## config.mk

```make
export PLATFORM = sky130hd
export DESIGN_NAME = pulse_train_gen
export DESIGN_NICKNAME = d
export VERILOG_FILES = /design/src/rtl/pulse_train_gen.sv
export SDC_FILE = /design/constraint.sdc
export NUM_CORES = 1
export LEC_CHECK = 0
export ABC_CLOCK_PERIOD_IN_PS = 3100
export BUFFER_PORTS_ARGS = -buffer_cell sky130_fd_sc_hd__clkbuf_2
export CAP_MARGIN = 20
export CORE_ASPECT_RATIO = 0.7
export CORE_MARGIN = 2
export CORE_UTILIZATION = 35
export CTS_CLUSTER_SIZE = 8
export DETAILED_ROUTE_END_ITERATION = 7
export RECOVER_POWER = 25
export SYNTH_ARGS = -nofsm -noshare
export SYNTH_HDL_FRONTEND = slang
export SYNTH_SLANG_ARGS = --single-unit
```

## constraint.sdc

```tcl
create_clock -name clock -period 3.1 [get_ports clock]
set_input_delay 0.775 -clock clock [delete_from_list [all_inputs] [get_ports clock]]
set_output_delay 0.775 -clock clock [all_outputs]
set_load 0.02 [all_outputs]
```

## src/rtl/pulse_train_gen.sv

```systemverilog
// rtl/pulse_train_gen.sv - Pulse train generator: N one-cycle pulses separated by G idle cycles
module pulse_train_gen #(
    parameter int CNT_W = 16,
    parameter int GAP_W = 8
) (
    input  logic             clock,
    input  logic             reset,
    input  logic [CNT_W-1:0] data_in,
    input  logic [GAP_W-1:0] gap_in,
    input  logic             load,
    input  logic             abort,
    output logic             pulse_out,
    output logic             busy,
    output logic             done,
    output logic [CNT_W-1:0] remaining
);

    typedef enum logic [1:0] {
        IDLE  = 2'd0,
        PULSE = 2'd1,
        GAP   = 2'd2,
        DONE  = 2'd3
    } state_t;

    state_t           state;
    state_t           state_next;
    logic [CNT_W-1:0] remaining_next;
    logic [GAP_W-1:0] gap_reg;
    logic [GAP_W-1:0] gap_reg_next;
    logic [GAP_W-1:0] gap_cnt;
    logic [GAP_W-1:0] gap_cnt_next;

    always_comb begin
        state_next     = state;
        remaining_next = remaining;
        gap_reg_next   = gap_reg;
        gap_cnt_next   = gap_cnt;
        case (state)
            IDLE: begin
                if (load && !abort) begin
                    gap_reg_next = gap_in;
                    if (data_in != '0) begin
                        remaining_next = data_in;
                        state_next     = PULSE;
                    end else begin
                        remaining_next = '0;
                        state_next     = DONE;
                    end
                end
            end
            PULSE: begin
                if (abort) begin
                    state_next     = IDLE;
                    remaining_next = '0;
                    gap_cnt_next   = '0;
                end else begin
                    // remaining counts the pulse currently on the output, so it is never 0 here
                    remaining_next = remaining - CNT_W'(1);
                    if (remaining == CNT_W'(1)) begin
                        state_next = DONE;
                    end else if (gap_reg != '0) begin
                        state_next   = GAP;
                        gap_cnt_next = gap_reg;
                    end
                end
            end
            GAP: begin
                if (abort) begin
                    state_next     = IDLE;
                    remaining_next = '0;
                    gap_cnt_next   = '0;
                end else begin
                    gap_cnt_next = gap_cnt - GAP_W'(1);
                    if (gap_cnt == GAP_W'(1)) begin
                        state_next = PULSE;
                    end
                end
            end
            DONE: begin
                state_next = IDLE;
            end
            default: begin
                state_next = IDLE;
            end
        endcase
    end

    // Outputs are registered from the next state so they line up with the state register
    always_ff @(posedge clock) begin
        if (reset) begin
            state     <= IDLE;
            remaining <= '0;
            gap_reg   <= '0;
            gap_cnt   <= '0;
            pulse_out <= 1'b0;
            busy      <= 1'b0;
            done      <= 1'b0;
        end else begin
            state     <= state_next;
            remaining <= remaining_next;
            gap_reg   <= gap_reg_next;
            gap_cnt   <= gap_cnt_next;
            pulse_out <= (state_next == PULSE);
            busy      <= (state_next == PULSE) || (state_next == GAP);
            done      <= (state_next == DONE);
        end
    end

endmodule

```

==> results.yml <==
power_and_ir_drop:
  vdd_drop_max_mv: 0.205
  leakage_nw: 1.11
  p_per_area_nw_per_um2: 455
worst_setup_path:
  crit_chain: "inv_1 -> ha_1 -> nand3b_1 -> nor2_1 -> a31oi_1 -> a31oi_1"
  critical_path_class: "reg -> reg"
  worstSetupStartpoint: "state[0]$_SDFF_PP0_"
  cp_max_fo: 18
  timing.rr.start: "state[0]$_SDFF_PP0_"
  cpPeakStageDelay_ns: 0.55
  path_delay_family: "simple AND/OR/NAND/NOR gates"
  cp-start-kind: "flop"
  worst_setup_path_end_kind: "flop"
  cp.arrival_ns: 2.53
  cp.buffers_inverters: 1
  required_ns: 3.32
  r2r_setup_slack_ns: 0.79
  cpMaxStageDelayCell: "nand3b_1"
  path_common_cell: "a31oi_1"
synth:
  synth-async-reset-ratio: 0
  synthCells: 290
  synth_top_area_frac: 0.319
  synth_area_leaders: "dfxtp_1, nor2_1, ha_1, a21oi_1, o21ai_0"
  syn_area_sq_um: 2320
  yosysSeqAreaShare: 0.319
  synth_edf_count: 0
  synth_top_area_cell: "dfxtp_1"
  ys.flop_type: "dfxtp_1"
  synth_cell_type_count: 54
  synth-seq-cells: 37
  synth.net_count: 329
  avgSynthCellArea_sq_um: 8.01
  yosysWarnings: 0
sta:
  setup_viol: 0
  slew_viol_final: 0
  worst_pin_slew_ns: 0.791
  finalCritPeriodShare: 0.744
  fin_setup_tns_ns: 0
  fin_skew_ns: 0.00366
  max_freq_ghz: 0.433
  hold_viol_final: 0
  relSlewSlack: 0.468
  rsz0062_at_grt: "false"
  min_period_ns: 2.31
global_route:
  grt_pass1_wl_um: 10900
  grt_pass1_vias: 2046
  grt_start_max_net_pins: 24
  grt-ovfl-total: 0
  antenna_found_initial: 0
  gr-usage-all-layers: 0.191
floorplanning:
  core_sq_um: 6310
  start_util: 0.368
  row_count: 24
  io_pins: 47
  fp.dieW_um: 101
  dieArea_sq_um: 7310
  die_y_um: 72.2
detailed_routing:
  via_per_inst: 5.75
  routed_wl_um: 6620
  wire_per_inst_um: 16.2
  ant_nets: 0
  first_pass_iters: 5
  route.vias.total: 2351
  drc: 0
  drt_iter0_markers: 179
clock_network:
  cts_buffer_depth: 2
  htree_levels: 2
  worstSkewPairLatency_ns: 0.29
  clock-sinks: 37
  cts_made_buffers: 5
  post_cts_buffers: 0
  cts_root_buf: "clkbuf_8"
  postCtsHoldBufs: 0
  clk_pin_slew_ns: 0.08
  cts_resized: 0
  cts_tree: "done"
layout:
  insertedDiodeCount: 0
  layout_common_cells: "nor2_1, dfxtp_1, clkbuf_2, o21ai_0, a21oi_1"
  areaGrowthSynthToFinish_pct: 16.2
  largest_register_ffs: 16
  utilization: 0.428
  layout-drive-gt1-share: 0.178
  nNetsFinal: 369
place:
  io_buffers: 46
  gp_congestion: 0.834
  hpwl_um: 4990
run:
  max_cap_violations: 0
min_path:
  min_path_type: "reg -> reg"
  hp-start: "gap_cnt[3]$_SDFFE_PP0P_"
outcome:
  outcome: "completed"
-- through the flow --
step / power [mW] / cells / hold slack (ns) / setup WS, ns / instance area (sq um)
3_5_place_dp: 0.858 / 401 / 0.510 / 0.853 / 2610
3_3_place_gp: 0.856 / 401 / 0.493 / 0.893 / 2610
2_1_floorplan: 0.757 / 290 / 0.482 / 1.04 / 2320
4_1_cts: 1.24 / 409 / 0.523 / 0.834 / 2710
5_1_grt: 1.30 / 409 / 0.557 / 0.565 / 2700
6_report: 1.23 / 409 / 0.523 / 0.793 / 2700
-- area by class of cell --
cell class,count,area [sq um]
fillers,669,3610
repair buffers,50,245
clock buffers,7,96.3
well taps,78,97.6
multi-input cells,223,1470
flip-flops and latches,37,741
inverters,13,48.8
clock inverters,1,5.00
-- worst paths after layout --
kind	cells after the start	endpoint
worst max-delay path	6	remaining[11]$_SDFFE_PP0P_
worst min-delay path	2	gap_cnt[3]$_SDFFE_PP0P_
worst max register to register	6	remaining[11]$_SDFFE_PP0P_
worst min register to register	2	gap_cnt[3]$_SDFFE_PP0P_
-- cells by family after synthesis --
group | Yosys count | share of synthesized area
and+or+nand+nor | 115 | 0.274
AOI/OAI and AO/OA | 81 | 0.229
DFF | 37 | 0.319
buffers and inverters | 30 | 0.0523
adders and majority gates | 11 | 0.0593
muxes | 10 | 0.0436
xor gates and xnor gates | 6 | 0.0226
-- Yosys cell counts, types with 3 or more instances --
cell,n
nor3b_1,3
buf_2,3
inv_1,11
nand3b_1,4
ha_1,11
nor4_1,11
o21ai_0,21
nand2b_1,4
o211ai_1,3
a31oi_1,6
or4_1,4
nand2_1,15
nor2_1,37
dfxtp_1,37
a31o_2,5
a211oi_1,4
nor2b_1,8
a21oi_1,21
mux2i_1,9
clkbuf_1,10
a22oi_1,4
xnor2_1,5
nand3_1,9
nor3_1,7
-- power by group --
part / total (mW) / internal (mW) / switching [mW] / leakage [nW]
sequential: 0.538 / 0.502 / 0.0368 / 0.302
clock: 0.380 / 0.201 / 0.179 / 0.0542
combinational: 0.310 / 0.114 / 0.196 / 0.749
total: 1.23 / 0.816 / 0.412 / 1.11
-- tightest hold or removal path: stages (launching register included) --
cell and delay (ns):
dfxtp_1 0.35, nand3_1 0.07, o21ai_0 0.06
-- per-layer routing --
layer / track usage / wire [um]
met4: 0.0390 / 42
met2: 0.240 / 2460
met5: 0 / 0
met3: 0.0491 / 695
met1: 0.314 / 3420
No activity file was read; power rests on OpenSTA's default activity.
